<file path="src/rtl/pwm_pkg.sv">
// Shared types and constants for the multi-channel PWM timer.
package pwm_pkg;

  typedef enum logic {
    PWM_EDGE   = 1'b0,
    PWM_CENTER = 1'b1
  } pwm_mode_t;

  localparam int unsigned MIN_PERIOD = 2;

endpackage

</file>
<file path="src/rtl/pwm_deadtime_insert.sv">
// Dead-time stage for one channel: each gate rises only after raw has been stable at its level
// for DEAD_CYCLES prior cycles, so the complementary pair is never high together.
module pwm_deadtime_insert #(
  parameter int unsigned DEAD_CYCLES = 8
) (
  input  logic clk,
  input  logic rstn,
  input  logic raw,
  output logic pwm,
  output logic pwm_n
);

  localparam int unsigned CW = (DEAD_CYCLES > 0) ? $clog2(DEAD_CYCLES + 1) : 1;
  localparam logic [CW-1:0] Dead = CW'(DEAD_CYCLES);

  logic [CW-1:0] run_q, run_d;
  logic          prev_q;
  logic          settled;
  logic          pwm_q, pwm_n_q;

  // run_q counts how many earlier cycles raw already held its current level (saturating).
  always_comb begin
    settled = (raw == prev_q) && (run_q >= Dead);
    if (raw != prev_q) begin
      run_d = CW'(1);
    end else if (run_q < Dead) begin
      run_d = run_q + CW'(1);
    end else begin
      run_d = run_q;
    end
  end

  always_ff @(posedge clk) begin
    if (!rstn) begin
      run_q   <= '0;
      prev_q  <= 1'b0;
      pwm_q   <= 1'b0;
      pwm_n_q <= 1'b0;
    end else begin
      run_q   <= run_d;
      prev_q  <= raw;
      pwm_q   <= raw & settled;
      pwm_n_q <= ~raw & settled;
    end
  end

  assign pwm   = pwm_q;
  assign pwm_n = pwm_n_q;

endmodule

</file>
<file path="src/rtl/multi_pwm_generator.sv">
// Multi-channel PWM timer: shared edge/center counter, shadowed config applied at period boundary.
// Define PWM_DEADTIME_EN to insert dead time between the complementary gate outputs.
module multi_pwm_generator
  import pwm_pkg::*;
#(
  parameter int unsigned NUM_CH         = 2,
  parameter int unsigned CNT_WIDTH      = 16,
  parameter int unsigned DEFAULT_PERIOD = 1000,
  parameter int unsigned DEAD_CYCLES    = 8
) (
  input  logic                        clk,
  input  logic                        rstn,
  input  logic                        cfg_valid,
  output logic                        cfg_ready,
  input  logic [CNT_WIDTH-1:0]        cfg_period,
  input  logic [NUM_CH*CNT_WIDTH-1:0] cfg_duty,
  input  pwm_mode_t                   cfg_mode,
  output logic [NUM_CH-1:0]           pwm,
  output logic [NUM_CH-1:0]           pwm_n,
  output logic                        period_end
);

  typedef logic [NUM_CH-1:0][CNT_WIDTH-1:0] duty_vec_t;

  localparam logic [CNT_WIDTH-1:0] MinP = CNT_WIDTH'(MIN_PERIOD);
  localparam logic [CNT_WIDTH-1:0] DefP = CNT_WIDTH'(DEFAULT_PERIOD);
  localparam logic [CNT_WIDTH-1:0] One  = CNT_WIDTH'(1);

  logic [CNT_WIDTH-1:0] cnt_q, cnt_d;
  logic                 cnt_up_q, cnt_up_d;
  logic [CNT_WIDTH-1:0] period_q, period_d, sh_period_q, sh_period_d;
  duty_vec_t            duty_q, duty_d, sh_duty_q, sh_duty_d;
  pwm_mode_t            mode_q, mode_d, sh_mode_q, sh_mode_d;
  logic                 pending_q, pending_d;
  logic                 period_end_q;
  logic [CNT_WIDTH-1:0] cfg_period_clamped;
  logic                 boundary, accept;
  logic [NUM_CH-1:0]    raw;

  assign cfg_ready          = rstn & ~pending_q;
  assign accept             = cfg_valid & cfg_ready;
  assign cfg_period_clamped = (cfg_period < MinP) ? MinP : cfg_period;
  assign boundary           = (mode_q == PWM_EDGE) ? (cnt_q == period_q - One)
                                                   : (!cnt_up_q && (cnt_q == '0));

  always_comb begin
    cnt_d       = cnt_q;
    cnt_up_d    = cnt_up_q;
    period_d    = period_q;
    duty_d      = duty_q;
    mode_d      = mode_q;
    sh_period_d = sh_period_q;
    sh_duty_d   = sh_duty_q;
    sh_mode_d   = sh_mode_q;
    pending_d   = pending_q;

    if (boundary) begin
      cnt_d    = '0;
      cnt_up_d = 1'b1;
      // A word accepted in the boundary cycle bypasses the shadow set entirely.
      if (accept) begin
        period_d = cfg_period_clamped;
        duty_d   = cfg_duty;
        mode_d   = cfg_mode;
      end else if (pending_q) begin
        period_d = sh_period_q;
        duty_d   = sh_duty_q;
        mode_d   = sh_mode_q;
      end
      pending_d = 1'b0;
    end else begin
      if (mode_q == PWM_EDGE) begin
        cnt_d = cnt_q + One;
      end else if (!cnt_up_q) begin
        cnt_d = cnt_q - One;
      end else if (cnt_q == period_q - One) begin
        cnt_up_d = 1'b0;  // peak value is held for a second cycle while turning around
      end else begin
        cnt_d = cnt_q + One;
      end
      if (accept) begin
        sh_period_d = cfg_period_clamped;
        sh_duty_d   = cfg_duty;
        sh_mode_d   = cfg_mode;
        pending_d   = 1'b1;
      end
    end
  end

  always_ff @(posedge clk) begin
    if (!rstn) begin
      cnt_q        <= '0;
      cnt_up_q     <= 1'b1;
      period_q     <= DefP;
      duty_q       <= '0;
      mode_q       <= PWM_EDGE;
      sh_period_q  <= DefP;
      sh_duty_q    <= '0;
      sh_mode_q    <= PWM_EDGE;
      pending_q    <= 1'b0;
      period_end_q <= 1'b0;
    end else begin
      cnt_q        <= cnt_d;
      cnt_up_q     <= cnt_up_d;
      period_q     <= period_d;
      duty_q       <= duty_d;
      mode_q       <= mode_d;
      sh_period_q  <= sh_period_d;
      sh_duty_q    <= sh_duty_d;
      sh_mode_q    <= sh_mode_d;
      pending_q    <= pending_d;
      period_end_q <= boundary;
    end
  end

  always_comb begin
    raw = '0;
    for (int i = 0; i < NUM_CH; i++) begin
      raw[i] = (cnt_q < duty_q[i]);
    end
  end

  assign period_end = period_end_q;

`ifdef PWM_DEADTIME_EN
  for (genvar i = 0; i < NUM_CH; i++) begin : g_dt
    pwm_deadtime_insert #(
      .DEAD_CYCLES(DEAD_CYCLES)
    ) u_dt (
      .clk  (clk),
      .rstn (rstn),
      .raw  (raw[i]),
      .pwm  (pwm[i]),
      .pwm_n(pwm_n[i])
    );
  end
`else
  logic [NUM_CH-1:0] pwm_q, pwm_n_q;

  always_ff @(posedge clk) begin
    if (!rstn) begin
      pwm_q   <= '0;
      pwm_n_q <= '0;
    end else begin
      pwm_q   <= raw;
      pwm_n_q <= ~raw;
    end
  end

  assign pwm   = pwm_q;
  assign pwm_n = pwm_n_q;
`endif

endmodule

</file>
<file path="config.mk">
export PLATFORM = sky130hd
export DESIGN_NAME = multi_pwm_generator
export DESIGN_NICKNAME = d
export VERILOG_FILES = /design/src/rtl/pwm_pkg.sv /design/src/rtl/pwm_deadtime_insert.sv /design/src/rtl/multi_pwm_generator.sv
export SDC_FILE = /design/constraint.sdc
export NUM_CORES = 1
export LEC_CHECK = 0
export BUFFER_PORTS_ARGS = -buffer_cell sky130_fd_sc_hd__clkbuf_2
export CORE_MARGIN = 1
export CORE_UTILIZATION = 55
export CTS_CLUSTER_DIAMETER = 200
export DETAILED_ROUTE_END_ITERATION = 16
export PLACE_DENSITY = 0.78
export SLEW_MARGIN = 20
export SYNTH_ARGS = -nofsm -noshare
export SYNTH_HDL_FRONTEND = slang
export SYNTH_HIERARCHICAL = 1
export SYNTH_SLANG_ARGS = --single-unit
export TNS_END_PERCENT = 30
</file>
<file path="constraint.sdc">
create_clock -name clk -period 5.05 [get_ports clk]
set_clock_uncertainty 0.05 [all_clocks]
set_input_delay 1.01 -clock clk [delete_from_list [all_inputs] [get_ports clk]]
set_output_delay 1.01 -clock clk [all_outputs]
set_load 0.03 [all_outputs]
</file>
==> results.toml, run 1 <==
[synth]
synthesis.area_um2 = 6360
yosysTopAreaCell = "dfxtp_1"
synth_top_area_frac = 0.381
muxShareOfSynthArea = 0.0862
synth_fa_ha_area_frac = 0.0669
syn_area_per_cell_um2 = 8.79
synth_top_family_by_area = "compound AO/OA/AOI/OAI gates"
synth_seq_cells = 121
yosysWarningCount = 6
synth_edf_count = 0
syn-instance-count = 723
syn_nets = 809
yosys.area_share.simple = 0.175
ys_async_sr_fraction = 0
synth-compound-area-share = 0.184
seq_area_frac_synth = 0.381
ys_types = 60
synth_top_flop_cell = "dfxtp_1"
synthXorXnorAreaFrac = 0.0451
synth.area.top_cells = "dfxtp_1, mux2i_1, ha_1"

[critical_path]
worst-path-max-fanout = 51
arrival_ps = 4080
cp-start-kind = "flop"
criticalPathCategory = "flop to flop"
cp.depth = 11
critPathSlowestCell = "and3b_2"
endpoint = "sh_period_q[5]$_SDFFE_PN1P_"
r2r_slack_ps = 1210
crit_path_start = "period_q[0]$_SDFFE_PN0P_"
crit_required_ps = 5290
critPathTopFamily = "simple AND/OR/NAND/NOR gates"
path_cells = "inv_1 -> ha_1 -> nor3b_1 -> o211ai_1 -> a221o_1 -> o21ai_0 -> or4_4 -> and3b_2 -> buf_4 -> mux2i_1 -> nand2_1"
ff2ff_path_depth = 11
rr_startpoint = "period_q[0]$_SDFFE_PN0P_"
slowest_delay_ps = 630
r2r-end = "sh_period_q[5]$_SDFFE_PN1P_"
cp-end-kind = "flop"
path_buf_inv = 2

[sta]
post-route-min-period_ps = 3840
rsz0062_at_grt = "no"
setup_viol = 0
fin_crit_sh = 0.760
fin_ws_ps = 1210
hold_ws_ps = 397
final-max-slew-violation-count = 0
slew_headroom = 0.367
timing.fmax_mhz = 260
timing_worst_slew_pin_value_ps = 941
fin_setup_tns_ps = 0
final-hold-violation-count = 0

[clock_tree]
clkLatencyLatePin_ps = 420
cts_tree = "done"
cts_buffers = 17
root_buffer = "clkbuf_16"
clock-sinks = 121
cts_setup_buffers = 0
clkTransAtPathRegs_ps = 60
h-tree-depth = 4
cts.repair.resized = 0
cts_hold_buf = 0
clk_path_buf_depth = 2

[die]
io_pins = 58
std_cell_rows = 38
core_um2 = 11000
fp.dieArea_um2 = 12000
initial_core_util = 0.576
fp.dieW_um = 110
die_y_um = 110

[job]
cap_violations = 0

[layout]
areaGrowthSynthToFinish_pct = 14.2
diodes = 0
nNetsFinal = 844
final_core_util = 0.658
fillers = 921
drive_above_1_share = 0.165

[min_path]
min_path_cells = 2
holdCritPathClass = "flop to flop"
worstHoldStart = "sh_duty_q[23]$_SDFFE_PN0P_"

[outcome]
outcome = "finished, final reports clean"

[drt]
vias = 5455
wirelength_um = 15300
drtIter0Drc = 450
drt_first_pass_iters = 5
drc = 0
route.detailed.wl_per_inst_um = 16.9
via_per_inst = 5.99
ant_nets = 0

[placed_design]
port_buffers = 57
dp_hpwl_um = 10500
gp_congestion = 0.874
dpl_worst_slack_ps = 1270

[power]
leakage_nw = 2.98
power_per_cell_area_nw_per_um2 = 343
vdd_drop_max_uv = 296
p_total_mw = 2.49

[global_route]
overflow = 0
grt_use_total = 0.272
grt_pass1_wl_um = 25100
antenna_found_initial = 0
grt_max_degree = 53
grt_pass1_vias = 5193
==> how the worst min path moves through the flow <==
| stage | to | slack [ps] |
|---|---|---|
| finish | sh_duty_q[23]$_SDFFE_PN0P_ | 400 |
| global route | sh_mode_q$_SDFFE_PN0P_ | 410 |
| CTS | sh_duty_q[14]$_SDFFE_PN0P_ | 400 |
| detailed placement | sh_duty_q[14]$_SDFFE_PN0P_ | 390 |
| global placement | sh_duty_q[3]$_SDFFE_PN0P_ | 380 |
| floorplan | duty_q[16]$_SDFFE_PN0P_ | 380 |
==> final cells by class <==
class | count | area [um2] | share of cell area
timing repair buffer | 65 | 345 | 0.0476
inverter | 36 | 135 | 0.0186
multi-input combinational | 517 | 3550 | 0.490
sequential | 121 | 2420 | 0.334
clock inverter | 10 | 166 | 0.0229
clock buffer | 21 | 460 | 0.0634
tap | 140 | 175 | 0.0241
==> per-layer routing <==
| metal | routed length (um) | up-vias | GRT usage |
|---|---|---|---|
| met5 | 0 | - | 0 |
| met4 | 424 | 0 | 0.130 |
| met3 | 878 | 36 | 0.0581 |
| met2 | 7110 | 198 | 0.428 |
| met1 | 6930 | 2557 | 0.356 |
| li1 | - | 2664 | - |
==> kinds of logic after synthesis <==
group,count (synthesis)
buffers and inverters,85
flip-flops,121
adder cells (fa/ha/maj),34
AND/OR/NAND/NOR,227
XOR/XNOR,31
AO/OA/AOI/OAI,171
multiplexers,54
==> placed cells by master (no fill, tap or decap), types with 9 or more instances in the layout <==
master     netlist  final
nor2_1          33     33
inv_1           36     36
nand3_1         10     10
o22ai_2         10     10
o2bb2ai_1       11     11
a21o_1           9      9
clkbuf_16        0     17
nor3_1          18     18
nor4_1          12     12
dfxtp_1        121    121
xnor2_1         22     22
o21ai_0         18     18
clkbuf_2         0     57
ha_1            34     34
nand2_1         97     96
nand4_1         13     13
a21oi_1         17     17
o22ai_1         24     24
mux2i_1         48     48
or3_1           11     11
o21ai_1         37     37
==> synthesized netlist by cell type (4+ instances only) <==
cell       instances
ha_1              34
nor3_1            18
nand4_1           13
nor4_1            12
o22ai_1           24
a41oi_1            8
clkbuf_1          26
o21ai_0           18
a21oi_1           17
o21ai_1           37
inv_1             36
nand3_1           10
dfxtp_1          121
o2bb2ai_1         11
and2_1             4
o22ai_2           10
or4_1              4
mux2i_1           48
nor2_1            33
buf_2             14
xnor2_1           22
o211ai_1           4
buf_6              6
a21o_1             9
nand2_1           97
or3_1             11
xor2_1             8
mux2_2             6
o22a_1             6
==> state kept, by name, indices dropped and copies added (netlist names) <==
register     count
duty_q          32
sh_duty_q       32
cnt_q           16
period_q        16
sh_period_q     16
pwm              2
pwm_n            2
cnt_up_q         1
mode_q           1
pending_q        1
period_end       1
sh_mode_q        1
==> through the flow <==
stage | instance area [um2] | instances
CTS | 7260 | 910
detailed placement | 6630 | 879
global placement | 6630 | 879
floorplan | 6360 | 723
finish | 7260 | 910
global route | 7260 | 910
==> where the power goes <==
group	total, mW	internal, mW	switching (mW)
Sequential	1.01	0.990	0.0204
Combinational	0.193	0.0780	0.115
Clock	1.29	0.851	0.437
Total	2.49	1.92	0.572
==> worst register-to-register path, cell delays in order, from the launching register on <==
cell      delay, ps
dfxtp_1         350
inv_1           130
ha_1            250
nor3b_1         580
o211ai_1        150
a221o_1         350
o21ai_0         110
or4_4           190
and3b_2         630
buf_4           570
mux2i_1         290
nand2_1          60
No activity file was read; power rests on OpenSTA's default activity.
==> run 2, diff against run 1 <==
Settings changed: CORE_UTILIZATION 55 to 54, PLACE_DENSITY 0.78 to 0.79.
Clock period 5.05 ns to 3.1 ns, I/O delays scaled along.
==> results.toml, run 2 (synthesis gave the netlist of run 1 again) <==
[die]
fp.dieW_um = 111
std_cell_rows = 39
initial_core_util = 0.555
fp.dieArea_um2 = 12200
core_um2 = 11500
io_pins = 58
die_y_um = 111

[clock_tree]
cts_tree = "done"
cts_hold_buf = 0
cts_buffers = 17
clkTransAtPathRegs_ps = 50
h-tree-depth = 4
clock-sinks = 121
clkLatencyLatePin_ps = 420
clk_path_buf_depth = 2
root_buffer = "clkbuf_16"

[layout]
diodes = 0
fillers = 770
drive_above_1_share = 0.266
reg.largest.list = "duty_q: 32 flops, sh_duty_q: 32 flops"
multi_input_area_um2 = 3840
final_cell_mix = "dfxtp_1, nand2_1, clkbuf_2"
areaGrowthSynthToFinish_pct = 26.6
final_core_util = 0.702
layout.cells.non_filler = 963
seqCellArea_um2 = 2430
nNetsFinal = 895
layout_commonest_cell = "dfxtp_1"

[sta]
final-hold-violation-count = 0
rsz0062_at_grt = "yes"
post-route-min-period_ps = 3180
setup_viol = 30
timing_worst_slew_pin_value_ps = 556
fin_ws_ps = -80.5
final-max-slew-violation-count = 0
slew_headroom = 0.629
fin_crit_sh = 1.03
timing.fmax_mhz = 314
hold_ws_ps = 368
fin_setup_tns_ps = -927

[drt]
drc = 0
wirelength_um = 18300
ant_nets = 0
via_per_inst = 6.13
drt_first_pass_iters = 6
route.detailed.wl_per_inst_um = 19.0
vias = 5906
drtIter0Drc = 387

[outcome]
outcome = "finished, violations left"
violations = "negative setup slack"

[critical_path]
crit_top_cell = "or4_1"
arrival_ps = 3440
crit_required_ps = 3360
r2r_slack_ps = -80
critPathSlowestCell = "or4_1"
cp-start-kind = "flop"
critPathTopFamily = "simple AND/OR/NAND/NOR gates"
cp-end-kind = "flop"
path_cells = "or3_1 -> or4_1 -> or4_1 -> nor2_1 -> nand3_2 -> and3b_4 -> clkbuf_16 -> buf_4 -> nand2_1 -> o21ai_1"
criticalPathCategory = "flop to flop"
path_buf_inv = 2
slowest_delay_ps = 570
worst-path-max-fanout = 6

[global_route]
grt_pass1_vias = 5641
grt_pass1_wl_um = 27200
antenna_found_initial = 0
grt_max_degree = 53
overflow = 0
grt_use_total = 0.278

[min_path]
holdCritPathClass = "primary input to flop"

[power]
p_total_mw = 3.88
vdd_drop_max_uv = 454
power_per_cell_area_nw_per_um2 = 482
leakage_nw = 3.35

[placed_design]
port_buffers = 57
placed_cells = 922
dp_hpwl_um = 11300
gp_congestion = 0.906

[job]
cap_violations = 0
-- run 2: changes by cell type in the layout (fill, tap and decap cells not counted), moves of 4 or more --
| cell | before | now |
|---|---|---|
| buf_12 | 0 | 6 |
| o22ai_2 | 10 | 26 |
| clkinv_2 | 1 | 5 |
| o22ai_1 | 24 | 6 |
| buf_4 | 8 | 45 |
-- run 2: repair_timing --
| action | 4_1_cts | 5_1_grt |
|---|---|---|
| setup buffers | 0 | 4 |
| cloned | 3 | 4 |
| gates resized for setup | 17 | 44 |
| endpoints found under the setup margin | 98 | 101 |
| pin swaps | 1 | 31 |
-- run 2: metrics by stage --
step	worst slack (ps)	area (um2)
detailed placement	-216	7000
global route	-178	8050
floorplan	18.6	6360
CTS	-16.3	7700
global placement	-135	7000
finish	-80.5	8050
-- run 2: metal layers --
layer | track usage | vias up | wire length [um] | part of all wire
li1 | - | 2770 | - | -
met1 | 0.350 | 2838 | 7730 | 0.42
met2 | 0.456 | 237 | 8800 | 0.48
met3 | 0.0593 | 61 | 1110 | 0.061
met4 | 0.124 | 0 | 618 | 0.034
met5 | 0 | - | 0 | 0
-- run 2: where the power goes --
group	switching, mW	internal [mW]
sequential	0.0329	1.61
combinational	0.225	0.165
clock	0.694	1.15
-- run 2: path summary, 6_finish.rpt --
| kind | startpoint | to | depth (start not counted) |
|---|---|---|---|
| worst max-delay path | cnt_q[2]$_SDFFE_PP0P_ | sh_period_q[2]$_SDFFE_PN0P_ | 10 |
| worst min-delay path | cfg_duty[5] | sh_duty_q[5]$_SDFFE_PN0P_ | 3 |
| worst max register to register | cnt_q[2]$_SDFFE_PP0P_ | sh_period_q[2]$_SDFFE_PN0P_ | 10 |
| worst min register to register | sh_duty_q[18]$_SDFFE_PN0P_ | sh_duty_q[18]$_SDFFE_PN0P_ | 2 |
-- run 2: area by class of cell --
type	instances	share of cell area
well taps	143	0.0222
clock buffers	22	0.0589
repair buffers	116	0.115
flip-flops and latches	121	0.301
multi-input cells	517	0.477
clock inverters	8	0.00901
inverters	36	0.0168
-- run 2: tightest hold or removal path, stage by stage --
cell	delay, ps
clkbuf_2	90
nand2_1	40
o21ai_1	60
==> run 3, diff against run 2 <==
Settings changed: TNS_END_PERCENT 30 to 50.
==> results.toml, run 3 (synthesis gave the netlist of run 1 again) <==
[sta]
setup_viol = 73
fin_crit_sh = 1.04
final-max-slew-violation-count = 0
fin_ws_ps = -139
slew_headroom = 0.619
timing_worst_slew_pin_value_ps = 572
final-hold-violation-count = 0
timing.fmax_mhz = 309
rsz0062_at_grt = "yes"
post-route-min-period_ps = 3240

[critical_path]
slowest_delay_ps = 560
path_cells = "or3_1 -> or4_1 -> or4_1 -> nor2_1 -> nand3_2 -> and3b_4 -> buf_12 -> clkbuf_16 -> o21ai_1"
crit_top_cell = "or4_1"
critPathSlowestCell = "or4_1"
arrival_ps = 3530
worst-path-max-fanout = 19
rr_startpoint = "cnt_q[2]$_SDFFE_PP0P_"
cp-start-kind = "flop"
path_buf_inv = 2
crit_required_ps = 3400
cp-end-kind = "flop"
crit_path_start = "cnt_q[2]$_SDFFE_PP0P_"
critPathTopFamily = "simple AND/OR/NAND/NOR gates"
criticalPathCategory = "flop to flop"

[die]
fp.dieArea_um2 = 12200
fp.dieW_um = 111
initial_core_util = 0.555
core_um2 = 11500
io_pins = 58
die_y_um = 111
std_cell_rows = 39

[power]
seq_power_share = 0.418
power_per_cell_area_nw_per_um2 = 478
leakage_nw = 3.43
vdd_drop_max_uv = 483
p_clk_frac = 0.473
pwr-share-comb = 0.108
p_int_mw = 2.94
switching_share = 0.252
p_total_mw = 3.93
p_sw_mw = 0.990

[clock_tree]
clkLatencyLatePin_ps = 430
cts_buffers = 17
clk_path_buf_depth = 2
clock-sinks = 121
cts_hold_buf = 0
clkTransAtPathRegs_ps = 60
root_buffer = "clkbuf_16"
cts_tree = "done"
h-tree-depth = 4

[min_path]
worstHoldStart = "cfg_duty[0]"
holdCritPathClass = "primary input to flop"

[drt]
drc = 0
wirelength_um = 19900
ant_nets = 0
drtIter0Drc = 490
via_per_inst = 6.31
drt_first_pass_iters = 7
route.detailed.wl_per_inst_um = 20.5
vias = 6108

[placed_design]
placedInstanceArea_um2 = 7000
gp_congestion = 0.906
dpl_worst_slack_ps = -216
dp_hpwl_um = 11300
port_buffers = 57
placed_cells = 922

[layout]
fin_area_um2 = 8240
drive_above_1_share = 0.293
diodes = 0
areaGrowthSynthToFinish_pct = 29.6
seqCellArea_um2 = 2430
layout_commonest_cell = "dfxtp_1"
multi_input_area_um2 = 3920
fillers = 721
final_core_util = 0.718
layout.cells.non_filler = 968
reg.largest.list = "duty_q: 32 flops, sh_duty_q: 32 flops"
final_cell_mix = "dfxtp_1, nand2_1, clkbuf_2"
nNetsFinal = 900

[job]
cap_violations = 0

[outcome]
violations = "negative setup slack"
outcome = "finished, violations left"

[global_route]
grt_use_total = 0.278
grt_pass1_wl_um = 27200
grt_max_degree = 53
overflow = 0
antenna_found_initial = 0
grt_pass1_vias = 5641
## run 3: changes by cell type in the layout (fill, tap and decap cells not counted)
cell,before,now
buf_12,6,7
clkbuf_16,20,23
o21ai_2,2,13
o22ai_2,26,27
nand2_2,1,2
o2bb2ai_1,8,2
o22ai_4,2,1
o2bb2ai_2,3,9
buf_6,2,3
o21ai_1,38,27
nand2_1,96,94
nand2_4,0,1
## run 3: final cells by class
class,instances,share of cell area
repair buffers,121,0.125
clock inverters,8,0.00881
inverters,36,0.0164
flip-flops and latches,121,0.295
well taps,143,0.0217
multi-input cells,517,0.476
clock buffers,22,0.0576
## run 3: layer usage
metal | track usage | vias to the layer above | part of all wire | routed length (um)
met1 | 0.350 | 2942 | 0.40 | 8020
met2 | 0.456 | 312 | 0.49 | 9670
met5 | 0 | - | 0 | 0
li1 | - | 2784 | - | -
met4 | 0.124 | 0 | 0.039 | 767
met3 | 0.0593 | 70 | 0.071 | 1410
## run 3: repair_timing
| item | 4_1_cts | 5_1_grt |
|---|---|---|
| resized for setup | 17 | 64 |
| endpoints found under the setup margin | 98 | 101 |
| cloned | 3 | 7 |
| pin swaps | 1 | 43 |
| setup buffers | 0 | 6 |
## run 3: worst reg2reg max path, stage by stage (launching register included)
cell and delay (ps):
dfxtp_1 340, or3_1 450, or4_1 500, or4_1 560, nor2_1 210, nand3_2 210
and3b_4 330, buf_12 160, clkbuf_16 180, o21ai_1 170
## run 3: power by group through the flow
stage / Sequential [mW] / Clock (mW) / Combinational (mW)
global placement: 1.67 / 0 / 0.314
detailed placement: 1.68 / 0 / 0.329
CTS: 1.64 / 1.84 / 0.358
floorplan: 1.68 / 0 / 0.210
global route: 1.65 / 1.92 / 0.451
finish: 1.65 / 1.86 / 0.427
## run 3: path summary, 6_finish.rpt
path,endpoint,slack (ps),cells after the start
max,sh_duty_q[30]$_SDFFE_PN0P_,-140,9
max reg2reg,sh_duty_q[30]$_SDFFE_PN0P_,-140,9
min reg2reg,sh_duty_q[18]$_SDFFE_PN0P_,400,2
min,sh_duty_q[0]$_SDFFE_PN0P_,370,3
## run 3: stage by stage
| step | setup TNS [ps] | hold slack [ps] |
|---|---|---|
| detailed placement | -14200 | 391 |
| floorplan | 0 | 377 |
| CTS | -175 | 369 |
| global placement | -11020 | 384 |
| global route | -12140 | 379 |
| finish | -4830 | 370 |
